$ cat config.mk
export PLATFORM = sky130hd
export DESIGN_NAME = up_mbox_arb_flat
export DESIGN_NICKNAME = d
export VERILOG_FILES = /design/src/rtl/up_pkg.sv /design/src/rtl/up_mbox_arb_if.sv /design/src/rtl/up_rr_pick.sv /design/src/rtl/up_mbox_arb.sv /design/src/flat_wrapper.sv
export SDC_FILE = /design/constraint.sdc
export NUM_CORES = 1
export LEC_CHECK = 0
export CORE_UTILIZATION = 36
export DETAILED_ROUTE_END_ITERATION = 6
export MAX_ROUTING_LAYER = met4
export PLACE_DENSITY_LB_ADDON = 0.2
export SYNTH_ARGS = -nofsm -noshare
export SYNTH_HDL_FRONTEND = slang
export SYNTH_SLANG_ARGS = --single-unit
$ cat constraint.sdc
create_clock -name clk -period 2.1 [get_ports clk]
set_input_delay 0.63 -clock clk [delete_from_list [all_inputs] [get_ports clk]]
set_output_delay 0.63 -clock clk [all_outputs]
set_load 0.1 [all_outputs]
$ cat src/rtl/up_pkg.sv
// ---------------------------------------------------------------------------
// up_pkg: constants and types shared by the up_core peripheral blocks.
//   - BYTE_W   : width of the memory-mapped byte
//   - MAP_ADDR : address of the mapped byte inside up_core
//   - state_e  : 3-bit state encoding of the mailbox arbiter/sequencer
// ---------------------------------------------------------------------------
package up_pkg;

    localparam int unsigned BYTE_W   = 8;
    localparam int unsigned MAP_ADDR = 128;

    typedef enum logic [2:0] {
        StIdle    = 3'd0,
        StLoad    = 3'd1,
        StIntHi   = 3'd2,
        StIntLo   = 3'd3,
        StWaitAck = 3'd4,
        StDone    = 3'd5
    } state_e;

endpackage

$ cat src/rtl/up_mbox_arb_if.sv
// ---------------------------------------------------------------------------
// up_mbox_arb_if: requester and core-side signals of the mailbox arbiter.
//   Requester side : req, req_data (byte i at [8i+7:8i]), done, resp_data,
//                    resp_tmo, busy
//   Core side      : mem_map_load, mem_map_in, mem_map_out, core_int
// Modports:
//   slave  - the arbiter itself
//   master - the environment (requesters + core)
// ---------------------------------------------------------------------------
interface up_mbox_arb_if #(
    parameter int unsigned REQS = 4
);
    logic [REQS-1:0]   req;
    logic [8*REQS-1:0] req_data;
    logic [REQS-1:0]   done;
    logic [7:0]        resp_data;
    logic              resp_tmo;
    logic              busy;
    logic              mem_map_load;
    logic [7:0]        mem_map_in;
    logic [7:0]        mem_map_out;
    logic              core_int;

    modport slave (
        input  req, req_data, mem_map_out,
        output done, resp_data, resp_tmo, busy, mem_map_load, mem_map_in, core_int
    );

    modport master (
        output req, req_data, mem_map_out,
        input  done, resp_data, resp_tmo, busy, mem_map_load, mem_map_in, core_int
    );
endinterface

$ cat src/rtl/up_rr_pick.sv
// ---------------------------------------------------------------------------
// up_rr_pick: combinational round-robin picker.
// Ports:
//   i_req   - request vector
//   i_ptr   - highest-priority index (search starts here, wraps upward)
//   o_valid - any request present
//   o_idx   - index of the first set request at or after i_ptr
// ---------------------------------------------------------------------------
module up_rr_pick #(
    parameter int unsigned N = 4
) (
    input  logic [N-1:0]         i_req,
    input  logic [$clog2(N)-1:0] i_ptr,
    output logic                 o_valid,
    output logic [$clog2(N)-1:0] o_idx
);
    localparam int unsigned IW = $clog2(N);

    logic [31:0] w_j;

    always_comb begin
        o_valid = |i_req;
        o_idx   = '0;
        w_j     = '0;
        // Walk offsets from farthest to nearest so the nearest hit wins.
        for (int k = N - 1; k >= 0; k--) begin
            w_j = 32'(i_ptr) + 32'(k);
            if (w_j >= 32'(N)) begin
                w_j = w_j - 32'(N);
            end
            if (i_req[w_j[IW-1:0]]) begin
                o_idx = w_j[IW-1:0];
            end
        end
    end

endmodule

$ cat src/rtl/up_mbox_arb.sv
// ---------------------------------------------------------------------------
// up_mbox_arb: mailbox arbiter/sequencer in front of the up_core mapped byte.
// Grants one of REQS requesters round-robin, writes its byte into the mapped
// byte, pulses core_int for INT_HOLD cycles, waits for the ISR to overwrite
// the byte and returns the new value with a one-hot done pulse.
// Ports:
//   clk - clock
//   Rst - asynchronous active-high reset
//   bus - up_mbox_arb_if.slave (requester handshake + core mapped-byte port)
// Optional feature: define UP_MBOX_TIMEOUT_EN to force completion (with
// resp_tmo=1) after TIMEOUT cycles in WAIT_ACK; otherwise WAIT_ACK waits
// indefinitely and resp_tmo is tied low.
// ---------------------------------------------------------------------------
module up_mbox_arb
    import up_pkg::*;
#(
    parameter int unsigned REQS     = 4,
    parameter int unsigned INT_HOLD = 4,
    parameter int unsigned TIMEOUT  = 200
) (
    input  logic         clk,
    input  logic         Rst,
    up_mbox_arb_if.slave bus
);
    localparam int unsigned IW = $clog2(REQS);

    if (REQS < 2 || REQS > 8) begin : g_bad_reqs
        $error("up_mbox_arb: REQS must be 2..8");
    end
    if (INT_HOLD < 1 || INT_HOLD > 255) begin : g_bad_hold
        $error("up_mbox_arb: INT_HOLD must be 1..255");
    end
    if (TIMEOUT < 1 || TIMEOUT > 255) begin : g_bad_tmo
        $error("up_mbox_arb: TIMEOUT must be 1..255");
    end

    state_e              r_state, w_state_d;
    logic [IW-1:0]       r_gnt, w_gnt_d;
    logic [IW-1:0]       r_ptr, w_ptr_d;
    logic [BYTE_W-1:0]   r_sent, w_sent_d;
    logic [7:0]          r_hold_cnt, w_hold_cnt_d;
    logic [REQS-1:0]     r_done, w_done_d;
    logic [BYTE_W-1:0]   r_resp_data, w_resp_data_d;
    logic                r_load, w_load_d;
    logic [BYTE_W-1:0]   r_map_in, w_map_in_d;
    logic                r_int, w_int_d;
    logic                r_busy, w_busy_d;
    logic                w_pick_valid;
    logic [IW-1:0]       w_pick_idx;
`ifdef UP_MBOX_TIMEOUT_EN
    logic [7:0]          r_tmo_cnt, w_tmo_cnt_d;
    logic                r_resp_tmo, w_resp_tmo_d;
`endif

    up_rr_pick #(
        .N (REQS)
    ) u_pick (
        .i_req   (bus.req),
        .i_ptr   (r_ptr),
        .o_valid (w_pick_valid),
        .o_idx   (w_pick_idx)
    );

    always_comb begin
        w_state_d     = r_state;
        w_gnt_d       = r_gnt;
        w_ptr_d       = r_ptr;
        w_sent_d      = r_sent;
        w_hold_cnt_d  = r_hold_cnt;
        w_resp_data_d = r_resp_data;
`ifdef UP_MBOX_TIMEOUT_EN
        w_tmo_cnt_d   = r_tmo_cnt;
        w_resp_tmo_d  = r_resp_tmo;
`endif
        unique case (r_state)
            StIdle: begin
                if (w_pick_valid) begin
                    w_gnt_d   = w_pick_idx;
                    w_sent_d  = bus.req_data[BYTE_W*int'(w_pick_idx) +: BYTE_W];
                    w_state_d = StLoad;
                end
            end
            StLoad: begin
                w_hold_cnt_d = 8'(INT_HOLD - 1);
                w_state_d    = StIntHi;
            end
            StIntHi: begin
                if (r_hold_cnt == 8'd0) begin
                    w_state_d = StIntLo;
                end else begin
                    w_hold_cnt_d = r_hold_cnt - 8'd1;
                end
            end
            StIntLo: begin
`ifdef UP_MBOX_TIMEOUT_EN
                w_tmo_cnt_d = 8'd0;
`endif
                w_state_d = StWaitAck;
            end
            StWaitAck: begin
                // The ISR acknowledges by changing the mapped byte.
                if (bus.mem_map_out != r_sent) begin
                    w_resp_data_d = bus.mem_map_out;
`ifdef UP_MBOX_TIMEOUT_EN
                    w_resp_tmo_d  = 1'b0;
`endif
                    w_state_d     = StDone;
                end
`ifdef UP_MBOX_TIMEOUT_EN
                else if (r_tmo_cnt == 8'(TIMEOUT - 1)) begin
                    w_resp_data_d = bus.mem_map_out;
                    w_resp_tmo_d  = 1'b1;
                    w_state_d     = StDone;
                end else begin
                    w_tmo_cnt_d = r_tmo_cnt + 8'd1;
                end
`endif
            end
            StDone: begin
                w_ptr_d   = (r_gnt == IW'(REQS - 1)) ? '0 : r_gnt + 1'b1;
                w_state_d = StIdle;
            end
            default: begin
                w_state_d = StIdle;
            end
        endcase

        // Outputs are registered from the next state so they line up with it.
        w_load_d   = (w_state_d == StLoad);
        w_map_in_d = (w_state_d == StLoad) ? w_sent_d : r_map_in;
        w_int_d    = (w_state_d == StIntHi);
        w_busy_d   = (w_state_d != StIdle);
        w_done_d   = (w_state_d == StDone) ? (REQS'(1) << r_gnt) : '0;
    end

    always_ff @(posedge clk or posedge Rst) begin
        if (Rst) begin
            r_state     <= StIdle;
            r_gnt       <= '0;
            r_ptr       <= '0;
            r_sent      <= '0;
            r_hold_cnt  <= '0;
            r_done      <= '0;
            r_resp_data <= '0;
            r_load      <= 1'b0;
            r_map_in    <= '0;
            r_int       <= 1'b0;
            r_busy      <= 1'b0;
        end else begin
            r_state     <= w_state_d;
            r_gnt       <= w_gnt_d;
            r_ptr       <= w_ptr_d;
            r_sent      <= w_sent_d;
            r_hold_cnt  <= w_hold_cnt_d;
            r_done      <= w_done_d;
            r_resp_data <= w_resp_data_d;
            r_load      <= w_load_d;
            r_map_in    <= w_map_in_d;
            r_int       <= w_int_d;
            r_busy      <= w_busy_d;
        end
    end

`ifdef UP_MBOX_TIMEOUT_EN
    always_ff @(posedge clk or posedge Rst) begin
        if (Rst) begin
            r_tmo_cnt  <= '0;
            r_resp_tmo <= 1'b0;
        end else begin
            r_tmo_cnt  <= w_tmo_cnt_d;
            r_resp_tmo <= w_resp_tmo_d;
        end
    end
    assign bus.resp_tmo = r_resp_tmo;
`else
    assign bus.resp_tmo = 1'b0;
`endif

    assign bus.done         = r_done;
    assign bus.resp_data    = r_resp_data;
    assign bus.busy         = r_busy;
    assign bus.mem_map_load = r_load;
    assign bus.mem_map_in   = r_map_in;
    assign bus.core_int     = r_int;

endmodule
$ cat src/flat_wrapper.sv
// flat-port wrapper written by rule: the top's interface ports become plain ports
module up_mbox_arb_flat import up_pkg::*;
#(
    parameter int unsigned REQS     = 4,
    parameter int unsigned INT_HOLD = 4,
    parameter int unsigned TIMEOUT  = 200
)
  (clk, Rst, bus_req, bus_req_data, bus_mem_map_out, bus_done, bus_resp_data, bus_resp_tmo, bus_busy, bus_mem_map_load, bus_mem_map_in, bus_core_int);
  up_mbox_arb_if #(.REQS(REQS)) bus_i ();
  input  logic clk;
  input  logic Rst;
  input wire logic [$bits(bus_i.req)-1:0] bus_req;
  input wire logic [$bits(bus_i.req_data)-1:0] bus_req_data;
  input wire logic [$bits(bus_i.mem_map_out)-1:0] bus_mem_map_out;
  output wire logic [$bits(bus_i.done)-1:0] bus_done;
  output wire logic [$bits(bus_i.resp_data)-1:0] bus_resp_data;
  output wire logic [$bits(bus_i.resp_tmo)-1:0] bus_resp_tmo;
  output wire logic [$bits(bus_i.busy)-1:0] bus_busy;
  output wire logic [$bits(bus_i.mem_map_load)-1:0] bus_mem_map_load;
  output wire logic [$bits(bus_i.mem_map_in)-1:0] bus_mem_map_in;
  output wire logic [$bits(bus_i.core_int)-1:0] bus_core_int;
  assign bus_i.req = bus_req;
  assign bus_i.req_data = bus_req_data;
  assign bus_i.mem_map_out = bus_mem_map_out;
  assign bus_done = bus_i.done;
  assign bus_resp_data = bus_i.resp_data;
  assign bus_resp_tmo = bus_i.resp_tmo;
  assign bus_busy = bus_i.busy;
  assign bus_mem_map_load = bus_i.mem_map_load;
  assign bus_mem_map_in = bus_i.mem_map_in;
  assign bus_core_int = bus_i.core_int;
  up_mbox_arb #(.REQS(REQS), .INT_HOLD(INT_HOLD), .TIMEOUT(TIMEOUT)) u_core (.clk(clk), .Rst(Rst), .bus(bus_i));
endmodule
Yosys cells after proc, flatten, opt, wreduce, memory -nomap -nowiden
Cells that the tools add are included.
{"block": "word_totals", "reg_bits": 46, "inputBits": 46, "out_inout_bits": 24, "word_cells": 75}
{"block": "classes", "add_sub_neg": 9, "order_cmp": 8, "eq_ne": 11, "n_shift": 2, "n_mux": 26, "reduce_logical": 8}
{"op": "variable part select 32 x 6 -> 8 bit", "n": 1}
{"op": "2-to-1 mux 8 bit", "n": 3}
{"op": "2-to-1 mux 2 bit", "n": 9}
{"op": "one-hot mux 8 bit (2 select lines)", "n": 1}
{"op": "one-hot mux 3 bit (5 select lines)", "n": 1}
{"op": "< comparator 2 x 3 -> 1 bit (second input constant)", "n": 4}
{"op": "== test 3 x 2 -> 1 bit (second input constant)", "n": 3}
{"op": "== test 3 bit (second input constant)", "n": 3}
{"op": ">= comparator 3 bit (second input constant)", "n": 3}
{"op": "2-to-1 mux 3 bit", "n": 3}
{"op": "binary-select mux 1 bit (select 2 bit)", "n": 4}
{"op": "zero test 8 bit", "n": 1}
{"op": "inequality test 8 bit", "n": 1}
{"op": "subtractor 2 x 1 -> 2 bit (second input constant)", "n": 4}
{"op": "subtractor 8 x 1 -> 8 bit (second input constant)", "n": 1}
{"op": "adder 2 x 2 -> 3 bit (second input constant)", "n": 2}
{"op": "== test 3 x 1 -> 1 bit (second input constant)", "n": 2}
{"op": "AND reduction 2 bit", "n": 3}
{"op": "2-to-1 mux 1 bit", "n": 4}
{"op": "2-to-1 mux 4 bit", "n": 1}
{"op": "OR reduction 4 bit", "n": 1}
{"op": "<< shifter 1 x 2 -> 4 bit (first input constant)", "n": 1}
{"op": "adder 2 x 1 -> 3 bit (second input constant)", "n": 1}
{"op": ">= comparator 2 x 3 -> 1 bit (second input constant)", "n": 1}
{"op": "other kinds (6)", "n": 6}

Longest topological paths before layout
{"block": "depth", "word_depth": 12, "ltp_mapped": 8, "depth_no_buf": 7}

By module
A second synthesis with hierarchy kept.
{"block": "hier_totals", "hier_cells": 225, "area_unflattened_um2": 2336.0}
{"mod": "up_mbox_arb", "n_inst": 1, "cells_each": 212, "area_each_um2": 2258.4, "seq_area_each_um2": 1151.1}
{"mod": "up_rr_pick", "n_inst": 1, "cells_each": 13, "area_each_um2": 77.6, "seq_area_each_um2": 0.0}

Worst setup path before layout
OpenSTA, ideal clock, no wires.
{"block": "synth_timing", "path_kind": "input to register", "start": "input bus_req[1]", "end": "register u_core.r_map_in[0], in the netlist u_core.bus.mem_map_in[0]", "setup_ps": 140, "arrival_time_ps": 1867, "t_required_ps": 1960, "path_slack_ps": 94, "path_stages": 6, "n_path_buf": 1, "path_cell_list": "a21boi_0 o22ai_1 a21oi_2 buf_4 mux2i_1 o221ai_1"}
{"block": "synth_between", "elab_chain_cells": 9, "word_cells_on_any_way": 19, "cone_classes": "eq/ne: 1; shift: 1; mux: 16; reduce/logical: 1"}
{"item": "from (decl)", "line": "flat_wrapper.sv:12", "rtl": "input wire logic [$bits(bus_i.req)-1:0] bus_req;"}
{"item": "binary-select mux 1 bit (select 2 bit)", "line": "up_rr_pick.sv:31", "rtl": "if (i_req[w_j[IW-1:0]]) begin"}
{"item": "2-to-1 mux 1 bit (implied by the code)", "line": "up_rr_pick.sv:31"}
{"item": "2-to-1 mux 2 bit (4 in series)", "line": "up_rr_pick.sv:31"}
{"item": "variable part select 32 x 6 -> 8 bit", "line": "up_mbox_arb.sv:79", "rtl": "w_sent_d = bus.req_data[BYTE_W*int'(w_pick_idx) +: BYTE_W];"}
{"item": "2-to-1 mux 8 bit", "line": "up_mbox_arb.sv:77", "rtl": "if (w_pick_valid) begin"}
{"item": "2-to-1 mux 8 bit", "line": "up_mbox_arb.sv:75", "rtl": "unique case (r_state)"}
{"item": "to (signal assigned)", "line": "up_mbox_arb.sv:158", "rtl": "r_map_in <= w_map_in_d;"}
{"item": "to (decl)", "line": "up_mbox_arb.sv:45", "rtl": "logic [BYTE_W-1:0] r_map_in, w_map_in_d;"}
Several ways; a longest one is shown, not always the timed one. The select of a mux whose other input is x is not followed.
A chain may end at the register's enable or synchronous reset.

Worst setup path after layout
{"block": "layout_timing", "start": "input bus_req[3]", "end": "register u_core.r_map_in[0], in the netlist u_core.bus.mem_map_in[0]"}
The elaborated chain is that of the path after synthesis.

==> tab_implementation.tex <==
\begin{tabular}{lr}
\hline
Metric & Value \\
\hline
\multicolumn{2}{l}{\textbf{Outcome}} \\
\quad Run status & completed \\
\multicolumn{2}{l}{\textbf{STA}} \\
\quad Final hold slack & 0.531 ns \\
\quad Number of endpoints failing setup at the final stage & 0 \\
\quad Hold violation count in the final report & 0 \\
\quad Upper clock frequency limit & 0.488 GHz \\
\quad Max-slew violations & 0 \\
\quad Final period demand of the worst path & 2.05 ns \\
\quad Clock Skew & 0.00784 ns \\
\quad Portion of the clock cycle consumed by the worst path in the final layout & 97.6\% \\
\multicolumn{2}{l}{\textbf{Routing}} \\
\quad Detailed-route DRC error count & 0 \\
\quad First-pass detailed-route iteration total & 4 \\
\quad Final wirelength & 5690 microns \\
\quad Vias after detailed routing & 1961 \\
\quad DRC violation total after the first TritonRoute iteration & 84 \\
\quad WL per Instance & 15.1 microns \\
\quad Via count normalized by instance count & 5.19 \\
\quad Detail Route Antenna Nets & 0 \\
\multicolumn{2}{l}{\textbf{Clock tree}} \\
\quad H-tree depth reported by CTS & 2 \\
\quad Clk Latency, worst-skew pair & 0.30 ns \\
\quad Number of clock buffers inserted by TritonCTS & 5 \\
\quad Setup bufs post-CTS & 0 \\
\quad CTS Root Cell & clkbuf\_8 \\
\quad Buffers from clock root to sink, at most & 2 \\
\quad Clk sinks & 46 \\
\quad Quantity of hold-fixing buffers added after cts & 0 \\
\quad Clock transition at the register clock pins on the worst setup and hold paths after CTS & 0.09 ns \\
\quad CTS tree & done \\
\multicolumn{2}{l}{\textbf{Floorplan}} \\
\quad DIE AREA & 6820 sq um \\
\quad Width of the die & 82.6 microns \\
\quad Floorplan die height & 82.6 microns \\
\quad Starting density of the core & 38.3\% \\
\quad Standard-cell row count & 28 \\
\quad Number of top-level pins & 70 \\
\quad Std-Cell Core Area & 6100 sq um \\
\multicolumn{2}{l}{\textbf{Layout}} \\
\quad Sequential cell area & 1150 sq um \\
\quad Final-layout fill cell count & 533 \\
\quad Number of standard cells in the layout, taps in and fillers out & 378 \\
\quad Final cell utilization of the core & 61.1\% \\
\quad Fraction of final layout cells with drive strength greater than 1 & 27.7\% \\
\quad Area Overhead vs Synth & 59.4\% \\
\quad Inserted Diodes & 0 \\
\quad Layout Nets & 353 \\
\quad Multi-input gate area & 1180 sq um \\
\quad Design Area, Final & 3730 sq um \\
\multicolumn{2}{l}{\textbf{Setup path}} \\
\quad R2R Path End & u\_core.r\_hold\_cnt[7] \\
\quad CP endpoint kind & flop \\
\quad Worst path required time & 2.27 ns \\
\quad Slack of the worst reg-to-reg path & 0.12 ns \\
\quad Kind of start point of the critical path & primary input \\
\quad Launching point of the worst reg2reg path & u\_core.r\_hold\_cnt[3] \\
\quad Top fanout value on the critical path & 8 \\
\quad Crit path kind & in -> reg \\
\quad Arrival time at the worst endpoint & 2.22 ns \\
\quad Worst Reg-to-Reg Cells & 5 \\
\multicolumn{2}{l}{\textbf{Hold path}} \\
\quad Worst Hold Class & reg -> reg \\
\quad Hold endpoint & u\_core.r\_sent[4] \\
\quad Worst Min Path Start & u\_core.r\_sent[4] \\
\quad Worst hold stages & 2 \\
\multicolumn{2}{l}{\textbf{Yosys}} \\
\quad Synth area leaders & dfrtp\_1 49\%, mux2i\_1 7.3\%, o221ai\_1 6.0\% \\
\quad Synth async-reset ratio & 100\% \\
\quad Mean cell area of the mapped netlist & 10.7 sq um \\
\quad Number of cells produced by synthesis & 219 \\
\quad Cell Area, Synth & 2340 sq um \\
\quad Portion of the post-synthesis area used by sequential elements & 49.3\% \\
\quad Distinct cells, synth & 38 \\
\quad Mapped Nets & 270 \\
\quad Number of flops mapped to enable cells by yosys & 0 \\
\quad Leading area contributor after synthesis & dfrtp\_1 \\
\quad Area fraction of the dominant cell type after synthesis & 49.3\% \\
\quad Leading register cell type out of synthesis & dfrtp\_1 \\
\quad Flip-flop and latch count after synthesis & 46 \\
\quad Synth Warn \# & 0 \\
\multicolumn{2}{l}{\textbf{Power}} \\
\quad Total power divided by cell area & 1710 nW/um\^{}2 \\
\quad Max VDD drop & 0.872 mV \\
\quad Leakage power & 1.62 nW \\
\multicolumn{2}{l}{\textbf{Global route}} \\
\quad Largest net degree at the start of global routing & 47 \\
\quad Total congestion overflow after global routing & 0 \\
\quad Global-route wire length before repair & 9190 microns \\
\quad Global routing usage summed across all routing layers & 18.7\% \\
\quad Number of global-route vias before repair & 1891 \\
\quad Antenna violations before repair & 0 \\
\multicolumn{2}{l}{\textbf{Run}} \\
\quad Max Cap Viol & 0 \\
\multicolumn{2}{l}{\textbf{Placement}} \\
\quad HPWL after DPL & 4110 microns \\
\quad Final RePlAce weighted congestion & 0.816 \\
\quad Placed standard-cell area & 3470 sq um \\
\quad Number of port buffers & 68 \\
\quad Count of placed standard cells including taps & 369 \\
\hline
\end{tabular}
[per-layer routing]
layer  wire length, microns  track usage (%)  vias to the layer above  part of all wire [%]
met5                      0                -                        -                     0
met3                    285             4.95                        6                   5.0
met1                   2500             23.6                      934                    44
met4                     79             5.86                        0                   1.4
met2                   2830             29.4                       68                    50
li1                       -                -                      953                     -
[Yosys cell counts (all sizes together) (3+ instances only)]
cell type,instances
a211oi,5
a21oi,9
buf,7
clkbuf,4
dfrtp,46
ha,5
inv,15
mux2,10
mux2i,17
nand2,23
nor2,16
o21ai,5
o221ai,16
o22ai,3
or4,3
xnor2,13
[report_power, final]
group          leakage (nW)  internal, mW  total [mW]  switching, mW
combinational         0.990          1.69        4.08           2.40
clock                0.0575         0.333       0.628          0.295
sequential            0.574          1.27        1.68          0.413
[sequential cells by signal (all words and copies together), names as in the netlist]
register and cells:
u_core.r_gnt 2, u_core.bus.busy 1, u_core.bus.core_int 1, u_core.bus.done 4, u_core.bus.resp_data 8, u_core.bus.mem_map_load 1
u_core.r_state 3, u_core.bus.mem_map_in 8, u_core.r_ptr 2, u_core.r_hold_cnt 8, u_core.r_sent 8
[metrics by stage]
stage / setup TNS (ns) / total power, mW / setup slack, ns
2_1_floorplan: 0 / 4.10 / 0.0937
6_report: 0 / 6.39 / 0.0514
3_3_place_gp: -6.58 / 5.55 / -0.286
4_1_cts: 0 / 6.27 / 0.00282
5_1_grt: -0.0449 / 6.72 / -0.0163
3_5_place_dp: -7.02 / 5.60 / -0.318
[worst max path at each step]
stage / from / slack, ns / endpoint / cells after the start
final: bus_req[3] / 0.05 / u_core.bus.mem_map_in[0] / 7
after global routing: bus_mem_map_out[4] / -0.02 / u_core.bus.resp_data[5] / 6
after CTS: bus_req[1] / 0.003 / u_core.bus.mem_map_in[3] / 7
after detailed placement: bus_req[0] / -0.32 / u_core.bus.mem_map_in[1] / 7
after global placement: bus_req[0] / -0.29 / u_core.bus.mem_map_in[5] / 7
after floorplan: bus_req[1] / 0.09 / u_core.bus.mem_map_in[0] / 6
[area by class of cell]
type	count	share of cell area [%]
inverter	15	1.58
clock buffer	8	2.96
multi-input combinational	147	31.7
sequential	46	30.9
timing repair buffer	87	30.4
tap	75	2.52
[critical path, stage by stage]
cell and delay, ns:
clkdlybuf4s50_1 0.48, buf_4 0.12, o22ai_1 0.08, a21oi_2 0.27, clkbuf_16 0.25, mux2i_1 0.25, o221ai_1 0.15
[timing repair]
item / CTS / global route
setup endpoints to repair: 11 / 19
cloned: 0 / 1
pin swaps: 1 / 5
resized for setup: 4 / 24
[cells in the final DEF, fill, tap and decap left out, drive strengths merged]
master | Yosys | layout
nand4 | 2 | 2
o41ai | 1 | 1
or3 | 2 | 2
buf | 7 | 41
a21oi | 9 | 9
dfrtp | 46 | 46
ha | 5 | 5
o21a | 1 | 1
o221ai | 16 | 16
a32oi | 1 | 1
nor2b | 1 | 1
mux2 | 10 | 10
a22o | 1 | 1
nand2b | 1 | 1
nor2 | 16 | 16
o211ai | 1 | 1
a31oi | 1 | 1
o31ai | 2 | 2
dlymetal6s2s | 0 | 5
clkbuf | 4 | 9
nand2 | 23 | 23
nand3 | 2 | 2
nor3 | 2 | 2
a211oi | 5 | 5
clkdlybuf4s50 | 0 | 39
o22ai | 3 | 3
or4 | 3 | 3
xnor2 | 13 | 13
mux2i | 17 | 17
dlygate4sd2 | 0 | 1
conb | 1 | 1
o21ai | 5 | 5
inv | 15 | 15
a21boi | 1 | 1
nor4 | 2 | 2
[cell families after synthesis]
family / Yosys count / synth area share [%]
and+or+nand+nor: 54 / 10.6
buffers and inverters: 26 / 4.76
DFF: 46 / 49.3
adders and majority gates: 5 / 2.68
other: 1 / 0.160
muxes: 27 / 12.1
AOI/OAI and AO/OA: 47 / 15.6
xor gates and xnor gates: 13 / 4.87
(Power assumes the default switching activity.)
